**config.mk**
```make
export PLATFORM = sky130hd
export DESIGN_NAME = sync_ram_dp_pipe
export DESIGN_NICKNAME = d
export VERILOG_FILES = /design/src/rtl/sync_ram_pkg.sv /design/src/rtl/sync_ram_out_pipe.sv /design/src/rtl/sync_ram_dp_pipe.sv
export SDC_FILE = /design/constraint.sdc
export NUM_CORES = 2
export LEC_CHECK = 0
export BUFFER_PORTS_ARGS = -buffer_cell sky130_fd_sc_hd__clkbuf_2
export CAP_MARGIN = 15
export CELL_PAD_IN_SITES_DETAIL_PLACEMENT = 1
export CELL_PAD_IN_SITES_GLOBAL_PLACEMENT = 2
export CORE_ASPECT_RATIO = 1.4
export CORE_UTILIZATION = 45
export CTS_BUF_LIST = sky130_fd_sc_hd__clkbuf_16
export DETAILED_ROUTE_END_ITERATION = 8
export GPL_ROUTABILITY_DRIVEN = 0
export GPL_TIMING_DRIVEN = 0
export HOLD_SLACK_MARGIN = 0.06
export PLACE_DENSITY = 0.8
export SLEW_MARGIN = 20
export SYNTH_ARGS = -nofsm -noshare
export SYNTH_HDL_FRONTEND = slang
export SYNTH_HIERARCHICAL = 1
export SYNTH_SLANG_ARGS = --single-unit
```
**constraint.sdc**
```tcl
create_clock -name clk -period 2.05 [get_ports clk]
set_input_delay 0.1025 -clock clk [delete_from_list [all_inputs] [get_ports clk]]
set_output_delay 0.1025 -clock clk [all_outputs]
set_load 0.01 [all_outputs]
```
**src/rtl/sync_ram_pkg.sv**
```systemverilog
// Shared definitions for the synchronous RAM family.
// Holds the read-during-write policy codes and a lane-count helper.
package sync_ram_pkg;

    localparam int RDW_READ_FIRST  = 0;
    localparam int RDW_WRITE_FIRST = 1;

    function automatic int num_lanes(input int data_width, input int lane_width);
        return data_width / lane_width;
    endfunction

endpackage

```
**src/rtl/sync_ram_out_pipe.sv**
```systemverilog
// Optional output register stage for the data and valid signals.
// STAGES=0 is a pass-through. STAGES=1 adds one cycle of read latency.
module sync_ram_out_pipe #(
    parameter int DATA_WIDTH = 8,
    parameter int STAGES     = 0
) (
    input  logic                  clk,
    input  logic                  rst,
    input  logic [DATA_WIDTH-1:0] in_data,
    input  logic                  in_valid,
    output logic [DATA_WIDTH-1:0] out_data,
    output logic                  out_valid
);

    if (STAGES != 0 && STAGES != 1) begin : g_bad_stages
        $error("sync_ram_out_pipe: STAGES must be 0 or 1");
    end

    if (STAGES == 0) begin : g_bypass
        // In bypass mode the clock and reset are deliberately left unconnected.
        logic unused_ok;
        assign unused_ok = &{1'b0, clk, rst};
        assign out_data  = in_data;
        assign out_valid = in_valid;
    end else begin : g_stage
        logic [DATA_WIDTH-1:0] data_q;
        logic                  valid_q;

        // Data loads only with a valid entry, so rdata holds while the stage is empty.
        always_ff @(posedge clk or posedge rst) begin
            if (rst) begin
                data_q  <= '0;
                valid_q <= 1'b0;
            end else begin
                valid_q <= in_valid;
                if (in_valid) data_q <= in_data;
            end
        end

        assign out_data  = data_q;
        assign out_valid = valid_q;
    end

endmodule

```
**src/rtl/sync_ram_dp_pipe.sv**
```systemverilog
// Simple-dual-port synchronous RAM with per-lane write enables, a read-valid
// strobe, a read latency of 1 or 2 cycles and a selectable read-during-write policy.
module sync_ram_dp_pipe
    import sync_ram_pkg::*;
#(
    parameter int ADDR_WIDTH = 8,
    parameter int DATA_WIDTH = 8,
    parameter int LANE_WIDTH = 8,
    parameter int DEPTH      = 2 ** ADDR_WIDTH,
    parameter int RD_LATENCY = 1,
    parameter int RDW_MODE   = RDW_READ_FIRST
) (
    input  logic                                          clk,
    input  logic                                          rst,
    input  logic                                          we,
    input  logic [num_lanes(DATA_WIDTH, LANE_WIDTH)-1:0]  wbe,
    input  logic [ADDR_WIDTH-1:0]                         waddr,
    input  logic [DATA_WIDTH-1:0]                         wdata,
    input  logic                                          re,
    input  logic [ADDR_WIDTH-1:0]                         raddr,
    output logic [DATA_WIDTH-1:0]                         rdata,
    output logic                                          rvalid
);

    localparam int NUM_LANES = num_lanes(DATA_WIDTH, LANE_WIDTH);

    if (DATA_WIDTH % LANE_WIDTH != 0) begin : g_bad_lanes
        $error("sync_ram_dp_pipe: DATA_WIDTH must be a multiple of LANE_WIDTH");
    end
    if (RD_LATENCY != 1 && RD_LATENCY != 2) begin : g_bad_latency
        $error("sync_ram_dp_pipe: RD_LATENCY must be 1 or 2");
    end
    if (DEPTH < 1 || DEPTH > 2 ** ADDR_WIDTH) begin : g_bad_depth
        $error("sync_ram_dp_pipe: DEPTH must be within 1..2**ADDR_WIDTH");
    end

    logic [DATA_WIDTH-1:0] mem [DEPTH];

    logic                  w_ok;
    logic                  r_ok;
    logic [DATA_WIDTH-1:0] rd_word;
    logic [DATA_WIDTH-1:0] rd_data_q;
    logic                  rd_valid_q;

    assign w_ok = we && (32'(waddr) < DEPTH);
    assign r_ok = 32'(raddr) < DEPTH;

    // NOTE: the array has no reset so it maps onto block RAM; rst only suppresses writes.
    always_ff @(posedge clk) begin
        if (!rst && w_ok) begin
            for (int i = 0; i < NUM_LANES; i++) begin
                if (wbe[i]) mem[waddr][i*LANE_WIDTH +: LANE_WIDTH] <= wdata[i*LANE_WIDTH +: LANE_WIDTH];
            end
        end
    end

    // NOTE: every always_comb output gets a default first so no latch is inferred.
    always_comb begin
        rd_word = r_ok ? mem[raddr] : '0;
        if (RDW_MODE == RDW_WRITE_FIRST && r_ok && w_ok && waddr == raddr) begin
            for (int i = 0; i < NUM_LANES; i++) begin
                if (wbe[i]) rd_word[i*LANE_WIDTH +: LANE_WIDTH] = wdata[i*LANE_WIDTH +: LANE_WIDTH];
            end
        end
    end

    // NOTE: sequential state uses non-blocking assignments so every register samples pre-edge values.
    always_ff @(posedge clk or posedge rst) begin
        if (rst) begin
            rd_data_q  <= '0;
            rd_valid_q <= 1'b0;
        end else begin
            rd_valid_q <= re;
            if (re) rd_data_q <= rd_word;
        end
    end

    sync_ram_out_pipe #(
        .DATA_WIDTH (DATA_WIDTH),
        .STAGES     (RD_LATENCY - 1)
    ) u_out_pipe (
        .clk       (clk),
        .rst       (rst),
        .in_data   (rd_data_q),
        .in_valid  (rd_valid_q),
        .out_data  (rdata),
        .out_valid (rvalid)
    );

endmodule

```
After elaboration in Yosys (flattened, before gate mapping)

Memory sizes are Yosys's and may differ from the RTL's. A register that Yosys moved wholly into a read port is not among the register bits.
Index checks and enable logic that the tools add are counted.

Memory bits (writable): 2,048
Word-level logic and storage cells: 7
Memories: 1
Flip-flop bits (word level): 1
Input bits: 29
Output and inout port bits: 9

Reduce and logical (&&, ||, !) cells: 2
Muxes and demuxes: 3

Memories:

| memory | depth | width | rd ports | clocked after memory_dff | write ports | line                   | RTL |
|---|---|---|---|---|---|---|---|
| mem    | 256   | 8     | 1        | 1                        | 1           | sync_ram_dp_pipe.sv:37 | `logic [DATA_WIDTH-1:0] mem [DEPTH];` |

Operator list:

| operator          | count |
|---|---|
| $mux 1            | 3 |
| $logic_and 1x1->1 | 1 |
| $logic_not 1->1   | 1 |

Logic depth before layout (Yosys ltp)

Depth after elaboration: 4
Gate-level depth with buffers: 13
Depth with buffers taken out: 7

Modules after synthesis

The synthesis kept the hierarchy.

Modules (own cells, without submodules):

| module            | cells an instance | seq. area each (µm²) | area each (µm²) | times used |
|---|---|---|---|---|
| sync_ram_dp_pipe  | 3,938             | 61,724.2             | 80,199.4        | 1 |
| sync_ram_out_pipe | 9                 | 0.0                  | 67.6            | 1 |

Least setup slack after synthesis

OpenSTA, ideal clock, no wires.

Path kind: input port to flip-flop
Start: input raddr[0]
End: register rd_data_q[1] (read register of mem)
Path buffers: 4
Setup slack: -0.144 ns
Data arrival time: 2.068 ns
Cell stages on the path: 10
Setup time: 0.126 ns
Data required time: 1.924 ns
Cell sequence: buf_6 > buf_8 > buf_6 > buf_2 > mux4_2 > a22oi_1 > nand2_1 > a31oi_1 > nor2_1 > a221o_1

RTL lines:

| element     | line                   | RTL |
|---|---|---|
| from (decl) | sync_ram_dp_pipe.sv:20 | `input logic [ADDR_WIDTH-1:0] raddr,` |
| to (decl)   | sync_ram_dp_pipe.sv:42 | `logic [DATA_WIDTH-1:0] rd_data_q;` |

==> run summary <==
The flow ran to the end, but the final reports show violations. The final reports fail on setup timing. The minimum setup slack after placement came out at -3.00 ns. The worst-case clock buffer depth came out at 3. For this run, the top clock speed supported by timing is 403 MHz.

The number of optimization iterations in the first detailed-route pass is 7. The initial utilization of the core area, before any placement, comes to 0.452. The critical path is of the in -> reg type.

The startpoint identified for the worst hold timing path is re. The share of total power dissipated in sequential elements is 0.526. The total half-perimeter wirelength after legalization and detailed placement came out at 215,000 um.

Detailed routing inserted a total of 46,979 vias. The global routing met3 resource utilization came out at 0.110. The post-route clock skew came out at 0.0331 ns. The relative slew slack came out at 0.0657. In the final routed layout, each cell accounts on average for 48.4 um. The worst path in the final design needs a cycle of 2.48 ns, including I/O delays and setup. The final instance area came out at 0.0948 mm^2.

The combined area of the multi-input logic cells is 0.0192 mm^2. Using the TritonRoute via totals, the vias-per-cell ratio works out to 6.95. Of the cells placed in the final design, the portion with a size suffix greater than 1 is 0.307. The residual overflow from global routing is 0. The leakage power came out at 29.8 nW. The count of distinct cell types in the synthesized netlist came out at 65.

The data arrival time of the critical path is 3.23 ns. The worst register-to-register path has a setup slack of -0.42 ns. The number of global-route vias before repair came out at 46,241. The post-route fraction of the period consumed by the critical path is 1.21. In the routed design, unresolved DRC markers number 0. The routed design has 327,000 um of wire. The portion of total power attributed to the clock network came out at 0.398. The overall power is 88.1 mW. The sequential fraction of the synthesis area came out at 0.769. The total number of placement rows came out at 183. The clock tree from TritonCTS is built. The cell-internal power is 67.4 mW. The worst-margin pin slew is 1.40 ns. CTS placed an instance of clkbuf_16 at the clock tree root. In the synthesized netlist the dominant register cell turns out to be edfxtp_1. The most frequent cell on the critical path is buf_12. The clock-pin slew of the registers on the worst-case setup and hold paths came out at 0.07 ns. Clock tree synthesis inserted a total of 179 buffers. On the critical path, the stage with the largest delay is an instance of a21oi_2. The x dimension of the die is 359 um. The growth of design area from synthesis to finish is 18.1%. The floorplan core area came out at 0.177 mm^2. In this run the critical register-to-register path is captured at rd_data_q[3]. The register area came out at 0.0617 mm^2. The largest stage delay on the critical path came out at 0.47 ns. The power share of the combinational group came out at 0.076. The final layout net count is 4,318.

The net count after synthesis is 3,976. The number of enable flip-flop cells after synthesis came out at 2,048. The busiest metal layer after global routing is met2. The number of max-capacitance violations reported is 0. The number of instances in the synthesized netlist came out at 3,947. 38 I/O pins were placed.

The worst hold path cell count came out at 3. STA classifies the critical path startpoint as a primary input. The average footprint of a synthesized cell is 20.3 um^2. The switching share of power came out at 0.235.

Summed over all nets, the switching power comes to 20.7 mW. The fraction of synthesis flops using an asynchronous set or reset pin came out at 0.00438. The power density of the placed cells is 929 mW/mm^2.

The flop and latch count out of synthesis came out at 2,057. The largest fanout on the critical path is 10. The die covers 0.180 mm^2. Setup violations remaining at the end of the flow were counted as 655. For the worst-skew pair, the clock arrives at the later sink with an insertion delay of 0.86 ns.

The number of cells on the worst reg-to-reg path came out at 7. The number of nets still failing antenna checks after routing is 0. The final-report max-slew violation count is 0. The area of the mapped netlist is 0.0803 mm^2.

The number of H-tree levels came out at 4. For this run, the total global-route usage over all layers was measured as 0.362. The number of violations reported at the end of detailed-routing iteration 0 came out at 8,246. The instance area at placement is 0.0843 mm^2. The total of fill cells in the finished design came out at 15,251.

The total number of clock tree sinks is 2,057. The number of warnings reported in the yosys synthesis log is 6. Input and output buffers added on the ports amount to 31. The final critical-path setup slack is -0.429 ns.

The data required time of the worst path is 2.80 ns. The worst hold path terminates at rd_data_q[5]. The final-report hold violation count was 0. In this run the critical register-to-register path is launched from mem[173][3]. The maximum vdd ir drop is 0.987 mV. The largest net degree at the start of global routing is 118. The initial antenna violation count is 17.

For this run, global-route usage on met1 was measured as 0.405. STA classifies the critical path endpoint as a flip-flop. Walking the worst path, the cells encountered are buf_2, buf_12, buf_12, buf_16, buf_8, mux4_2, a22oi_1, nand3_2, a21oi_2, nor3_1, a211o_1. Setup repair after global routing could not meet its margin everywhere. The wire length of the first global-routing pass is 425,000 um. The die outline height is 502 um. In the global route stage, met2 resource usage came out at 0.554. In this run the worst hold path is classified as in -> reg.
[power groups by stage]
stage | sequential (mW) | clock, mW | combinational (mW)
finish | 46.3 | 35.0 | 6.71
global route | 46.3 | 36.0 | 6.54
CTS | 46.3 | 34.7 | 6.11
detailed placement | 47.2 | 0 | 5.54
global placement | 47.5 | 0 | 5.26
floorplan | 47.2 | 0 | 2.28
[placed cells by master, fill, tap and decap left out, drive strengths merged, types with 39 or more instances in the layout]
cell type  count
o221ai        41
o22ai        125
nand2         93
a22oi         71
clkbuf       295
nand3         41
o21ai         39
inv           49
clkinv        66
edfxtp      2048
mux2i        303
nor2         284
buf          283
mux4         372
a211oi        52
a21oi         40
[flip-flops by register name, summed over array words and instances (netlist names)]
signal	cells
rd_data_q	8
mem	2048
rd_valid_q	1
[metrics by stage]
stage / TNS (ns) / hold WS (ns) / utilization / instances
floorplan: -0.00000200 / -0.0696 / - / 3947
global placement: -8468.13 / 0.310 / 0.470 / 6290
detailed placement: -2645.67 / 0.325 / 0.475 / 6322
CTS: -5.23 / 0.143 / 0.526 / 6704
global route: -9.20 / 0.165 / 0.534 / 6747
finish: -64.40 / 0.150 / 0.534 / 6755
[timing repair]
action | 4_1_cts | 5_1_grt
gates resized for setup | 708 | 242
pin swaps | 41 | 36
gates cloned | 0 | 1
setup endpoints to repair | 1680 | 911
endpoints found under the hold margin | 711 | 0
buffers inserted | 42 | 43
hold buffers | 19 | 0
[cell families (layout without fill, tap and decap cells)]
family                 count (synthesis)  after routing  share of synthesized area
buffers and inverters                257            744                     0.0207
other                                  0              9                          0
AOI/OAI and AO/OA                    437            437                     0.0381
DFF                                 2057           2057                      0.769
muxes                                682            682                      0.144
and+or+nand+nor                      514            514                     0.0278
[layer usage]
layer	up-vias	wire (um)	part of all wire
li1	17137	-	-
met1	24427	102000	0.31
met2	4170	147000	0.45
met3	1227	41200	0.13
met4	18	37600	0.11
met5	-	125	0.00038
[cell type report]
| class | count | share of cell area |
|---|---|---|
| Clock inverter | 142 | 0.0137 |
| Multi-Input combinational cell | 1633 | 0.203 |
| Buffer | 245 | 0.0330 |
| Inverter | 5 | 0.000290 |
| Clock buffer | 184 | 0.0486 |
| Sequential cell | 2057 | 0.651 |
| Tap cell | 2312 | 0.0305 |
| Timing Repair Buffer | 168 | 0.0195 |
| Antenna cell | 9 | 0.000238 |
[worst max-delay path, delay by kind of cell]
family	cells	cell delay, ns
muxes	1	0.33
and+or+nand+nor	2	0.43
AOI/OAI and AO/OA	3	1.02
buffers and inverters	5	1.22
[worst max-delay path by stage]
stage | slack [ns] | startpoint | end | cells past startpoint
after floorplan | -0.000002 | raddr[0] | rd_data_q[1] | 10
after global placement | -3.61 | raddr[4] | rd_data_q[5] | 10
after detailed placement | -3.00 | raddr[1] | rd_data_q[5] | 11
after CTS | -0.35 | raddr[1] | rd_data_q[5] | 11
after global routing | -0.39 | mem[159][3] | rd_data_q[3] | 7
final | -0.43 | raddr[1] | rd_data_q[3] | 11
[synthesized netlist by cell type, types with 6 or more instances]
| master | number | area share |
|---|---|---|
| o22ai_1 | 125 | 0.0097 |
| buf_4 | 24 | 0.0022 |
| nor2b_1 | 9 | 0.00070 |
| a211o_1 | 12 | 0.0013 |
| a31oi_1 | 9 | 0.00070 |
| nand2b_1 | 6 | 0.00047 |
| o21ai_0 | 35 | 0.0022 |
| and2_1 | 9 | 0.00070 |
| nand3_1 | 41 | 0.0026 |
| a211oi_1 | 52 | 0.0049 |
| mux4_1 | 27 | 0.0088 |
| nor2_1 | 284 | 0.013 |
| a22oi_1 | 71 | 0.0066 |
| buf_2 | 61 | 0.0038 |
| buf_8 | 15 | 0.0028 |
| a2111oi_0 | 13 | 0.0014 |
| a21oi_1 | 40 | 0.0025 |
| nor4_1 | 6 | 0.00047 |
| nand3b_1 | 9 | 0.00084 |
| edfxtp_1 | 2048 | 0.77 |
| dfrtp_1 | 9 | 0.0028 |
| mux2i_1 | 303 | 0.038 |
| mux2_2 | 7 | 0.00098 |
| buf_6 | 42 | 0.0059 |
| mux4_2 | 345 | 0.097 |
| buf_1 | 12 | 0.00056 |
| o221ai_1 | 41 | 0.0045 |
| nor3_1 | 22 | 0.0014 |
| nand2_1 | 92 | 0.0043 |
| nand4_1 | 16 | 0.0012 |
| clkbuf_1 | 95 | 0.0044 |
No activity file was read; power rests on OpenSTA's default activity.
